### src/rtl/bcd_cascade_counter.sv
// Multi-digit modulo-MODULUS up/down counter with clear, load, wrap pulses and sticky wrap flag.
// Latency: one falling edge of control_clock from sampled control to registered outputs.
// No backpressure: one step per enabled edge, priority clear > load > enable.
module bcd_cascade_counter #(
    parameter int DIGITS      = 2,
    parameter int MODULUS     = 10,
    parameter int DIGIT_WIDTH = 4
) (
    input  logic                          control_clock,
    input  logic                          control_counter_reset_n,
    input  logic                          control_counter_clear,
    input  logic                          control_counter_load,
    input  logic [DIGITS*DIGIT_WIDTH-1:0] load_value,
    input  logic                          control_counter_enable,
    input  logic                          control_counter_down,
    input  logic                          control_flag_clear,
    output logic [DIGITS*DIGIT_WIDTH-1:0] counter_output,
    output logic                          control_counter_overflow,
    output logic                          control_counter_underflow,
    output logic                          control_wrap_sticky,
    output logic                          control_load_error
);

    localparam int                   DW      = DIGIT_WIDTH;
    localparam int                   W       = DIGITS * DIGIT_WIDTH;
    localparam logic [DW-1:0]        MAX_DIG = DW'(MODULUS - 1);
    localparam logic [DW:0]          MOD_EXT = (DW + 1)'(MODULUS);

    logic [W-1:0]    count_q, count_d;
    logic            ovf_q, ovf_d;
    logic            unf_q, unf_d;
    logic            sticky_q, sticky_d;
    logic            lerr_q, lerr_d;

    // Ripple enables: digit i steps only when every lower digit is at its wrap point.
    logic [DIGITS:0] up_carry;
    logic [DIGITS:0] dn_borrow;
    logic [W-1:0]    count_up;
    logic [W-1:0]    count_dn;
    logic [W-1:0]    load_sane;
    logic [DIGITS-1:0] load_bad;

    assign up_carry[0]  = 1'b1;
    assign dn_borrow[0] = 1'b1;

    for (genvar i = 0; i < DIGITS; i++) begin : g_digit
        logic [DW-1:0] digit;
        logic [DW-1:0] digit_inc;
        logic [DW-1:0] digit_dec;
        logic [DW-1:0] load_field;

        assign digit      = count_q[i*DW +: DW];
        assign digit_inc  = (digit == MAX_DIG) ? '0 : digit + DW'(1);
        assign digit_dec  = (digit == '0) ? MAX_DIG : digit - DW'(1);

        assign up_carry[i+1]  = up_carry[i] & (digit == MAX_DIG);
        assign dn_borrow[i+1] = dn_borrow[i] & (digit == '0);

        assign count_up[i*DW +: DW] = up_carry[i]  ? digit_inc : digit;
        assign count_dn[i*DW +: DW] = dn_borrow[i] ? digit_dec : digit;

        // Out-of-range load digits are forced to zero so state stays in 0..MODULUS-1.
        assign load_field             = load_value[i*DW +: DW];
        assign load_bad[i]            = ({1'b0, load_field} >= MOD_EXT);
        assign load_sane[i*DW +: DW]  = load_bad[i] ? '0 : load_field;
    end

    always_comb begin
        count_d  = count_q;
        ovf_d    = 1'b0;
        unf_d    = 1'b0;
        lerr_d   = 1'b0;
        sticky_d = sticky_q;

        if (control_counter_clear) begin
            count_d = '0;
        end else if (control_counter_load) begin
            count_d = load_sane;
            lerr_d  = |load_bad;
        end else if (control_counter_enable) begin
            if (control_counter_down) begin
                count_d = count_dn;
                unf_d   = dn_borrow[DIGITS];
            end else begin
                count_d = count_up;
                ovf_d   = up_carry[DIGITS];
            end
        end

        // A wrap on the same edge as flag_clear keeps the flag set.
        if (ovf_d || unf_d) begin
            sticky_d = 1'b1;
        end else if (control_flag_clear) begin
            sticky_d = 1'b0;
        end
    end

    always_ff @(negedge control_clock or negedge control_counter_reset_n) begin
        if (!control_counter_reset_n) begin
            count_q  <= '0;
            ovf_q    <= 1'b0;
            unf_q    <= 1'b0;
            sticky_q <= 1'b0;
            lerr_q   <= 1'b0;
        end else begin
            count_q  <= count_d;
            ovf_q    <= ovf_d;
            unf_q    <= unf_d;
            sticky_q <= sticky_d;
            lerr_q   <= lerr_d;
        end
    end

    assign counter_output            = count_q;
    assign control_counter_overflow  = ovf_q;
    assign control_counter_underflow = unf_q;
    assign control_wrap_sticky       = sticky_q;
    assign control_load_error        = lerr_q;

endmodule

### config.mk
export PLATFORM = sky130hd
export DESIGN_NAME = bcd_cascade_counter
export DESIGN_NICKNAME = d
export VERILOG_FILES = /design/src/rtl/bcd_cascade_counter.sv
export SDC_FILE = /design/constraint.sdc
export NUM_CORES = 1
export LEC_CHECK = 0
export ABC_CLOCK_PERIOD_IN_PS = 2410
export CAP_MARGIN = 10
export CORE_UTILIZATION = 49
export DETAILED_ROUTE_END_ITERATION = 8
export PLACE_DENSITY = 0.79
export SKIP_LAST_GASP = 1
export SYNTH_ARGS = -nofsm -noshare
export SYNTH_HDL_FRONTEND = slang
export SYNTH_SLANG_ARGS = --single-unit
### constraint.sdc
create_clock -name control_clock -period 2.41 [get_ports control_clock]
set_input_delay 0.723 -clock control_clock [delete_from_list [all_inputs] [get_ports control_clock]]
set_output_delay 0.723 -clock control_clock [all_outputs]
set_load 0.02 [all_outputs]
==> impl_results.md <==
- DRC violation count after routing: 0
- DPL Wire Length: 2.27 mm
- Setup crit end kind: primary output
- Peak supply drop: 0.445 mV
- Die Height: 49.4 um
- CTS tree: built
- Die width: 49.4 um
- Cell leakage power: 0.000895 uW
- Max cap viols: 0
- PD cells: 394 nW/um^2
- Largest net degree at the start of global routing: 14
- Clk pin slew, worst setup/hold paths: 60 ps
- Crit path launch: counter_output[4]
- Power Total: 778 uW
- Tightest Pin Transition: 909 ps
- Final Wtd Congestion: 0.849
- Worst path cell trace: buf_6
- Post-DRT Antenna Nets: 0
- Crit path required time: 1690 ps
- CP top delay family: flip-flops
- Clock Tree Root: clkbuf_4
- Nets: 210
- # fillers: 35
- Kind of critical path: reg -> out
- DR pass1 iterations: 5
- Crit path DAT: 2090 ps
- Post-synthesis cell count: 130
- Outcome: finished, violations left
- CTS buffer count: 3
- HP Class: reg -> reg
- CTS H-tree depth: 1
- Core Area: 2040 um^2
- HP Start: control_wrap_sticky
- I/O Buffers: 26
- R2R Path Start: counter_output[1]
- Global-route wire length before repair: 7.18 mm
- Layout cells sized above 1: 51.1%
- Worst Slack Setup Final: -399 ps
- Clk_skew: 2.60 ps
- Max-slew violation count: 0
- Async SR Flop Fraction: 100%
- Vias per inst: 7.11
- Area fraction of the dominant cell type after synthesis: 27.3%
- Max incr delay on CP: 460 ps
- Synth area leaders: dfrtn_1 27%, ha_1 4.6%, nand2b_1 4.6%
- WL final: 5.73 mm
- Fin. Hold Viols: 0
- Drt wl/cell: 26.4 um
- Io pins: 27
- Placed insts: 197
- Synth Cell Area: 1100 um^2
- Flops & latches, synth: 12
- Worst-path maximum fanout: 2
- Clk sinks: 12
- Vias in the first global route: 1424
- Total number of vias: 1542
- Initial Util: 53.8%
- CP Launch Type: flip-flop
- GRT Total Usage: 38.9%
- CP bufs+invs: 1
- Area grow syn2layout: 80.1%
- Worst path slowest cell: dfrtn_1
- Die area: 2440 um^2
- # hold bufs at CTS: 0
- Clock latency on the worst-skew pair: 290 ps
- # diodes: 0
- Seq/Total Area, Yosys: 27.3%
- Initial antenna violation count: 0
- Total gr overflow: 0
- Violations in the final reports: setup timing
- Unrepaired setup endpoints after global routing: yes
- Layout Cells excl Fill: 217
- Setup Viol. Count Final: 23
- Cell Rows: 16
- Top_reg_cell synth: dfrtn_1
- Post-synth EDFFs: 0
- Avg Cell Area, Syn: 8.45 um^2
- Post-Syn Nets: 149
- Largest area contributor in the netlist: dfrtn_1
- Slew HR: 39.3%
- DRT iter0 DRCs: 105
- CTS max path bufs: 2
- Unique masters post-synth: 51
- Yosys Warn Count: 0
stage by stage:
step / area [um^2] / hold WS, ps / worst slack [ps] / util (%) / TNS, ps
after floorplan: 1130 / 586 / -458 / - / -3570
after global placement: 1520 / 467 / -966 / 74.4 / -15970
after detailed placement: 1520 / 507 / -995 / 74.4 / -16320
after CTS: 1850 / 531 / -368 / 90.4 / -5780
after global routing: 1980 / 578 / -402 / 96.9 / -7330
final: 1980 / 534 / -399 / 96.9 / -6950
worst reg2reg max path: cells and delay by family, from the launching register on:
kind	cells	cell delay [ps]
AO/OA/AOI/OAI	2	380
AND/OR/NAND/NOR	2	880
buffers and inverters	4	590
adder cells (fa/ha/maj)	1	330
flip-flops	1	380
worst paths after layout:
kind                                  endpoint  slack (ps)  cells past startpoint
max                          counter_output[4]        -400                      1
min                        control_wrap_sticky         530                      2
max reg2reg                  counter_output[1]        -310                      9
min reg2reg                control_wrap_sticky         530                      2
max in group asynchronous    counter_output[1]         380                      2
min in group asynchronous    counter_output[5]        1890                      2
state kept, by name, summed over array words and instances, names as in the netlist:
register,flops
control_counter_overflow,1
control_load_error,1
control_wrap_sticky,1
counter_output,8
control_counter_underflow,1
cell type report:
| type | instances | area [um^2] | share of cell area [%] |
|---|---|---|---|
| tap | 27 | 33.8 | 1.71 |
| sequential | 12 | 300 | 15.2 |
| timing repair buffer | 65 | 666 | 33.6 |
| multi-input combinational | 102 | 916 | 46.3 |
| clock buffer | 4 | 36.3 | 1.83 |
| inverter | 7 | 26.3 | 1.33 |
timing repair:
item	in CTS	in global routing
gates cloned	2	0
setup endpoints to repair	24	24
gates resized for setup	143	21
setup buffers	7	7
pin swaps	23	15
layout by cell type, fill, tap and decap left out, types with 4 or more instances in the layout:
cell,synthesis,layout
dfrtn_1,12,12
clkdlybuf4s50_1,0,4
inv_1,6,6
nand2b_1,8,6
nor2_1,12,9
nand2_1,7,6
ha_1,4,4
buf_6,3,22
buf_4,3,25
per-layer routing:
layer	up-vias	share of wire, %	wire length, um	global-route usage (%)
li1	599	-	-	-
met1	715	35	2020	47.7
met2	153	44	2500	68.0
met3	75	11	605	4.36
met4	0	10	600	16.2
met5	-	0	0	0
cells by family (layout without fill, tap and decap cells):
| family | count (synthesis) | in the layout | synth area share, % |
|---|---|---|---|
| DFF | 12 | 12 | 27.3 |
| xor gates and xnor gates | 2 | 2 | 1.59 |
| buffers and inverters | 16 | 76 | 8.88 |
| adders and majority gates | 4 | 4 | 4.56 |
| AOI/OAI and AO/OA | 46 | 46 | 31.7 |
| and+or+nand+nor | 50 | 50 | 26.0 |
cells in the mapped netlist (2+ instances only):
cell / n
a31oi_1: 3
a21boi_0: 2
o21a_1: 2
dfrtn_1: 12
nand3_1: 4
buf_6: 3
a211oi_1: 2
o21ai_1: 3
buf_4: 3
nor3b_1: 2
o22ai_1: 2
inv_1: 6
xor2_1: 2
nand3b_1: 2
a21oi_1: 6
nor2_1: 12
a221o_1: 2
buf_2: 3
nor3_1: 2
ha_1: 4
nand2b_1: 8
nor4b_1: 2
o21ai_0: 6
nor2b_1: 2
a21o_1: 3
nand2_1: 7
power by group:
group | total, uW | leakage (uW) | internal, uW | switching [uW]
Clock | 175 | 0.0000210 | 92.0 | 82.8
Combinational | 380 | 0.000713 | 177 | 204
Sequential | 223 | 0.000162 | 214 | 9.21
Total | 778 | 0.000895 | 483 | 296
Note: power is estimated with default switching activity, not from simulation.
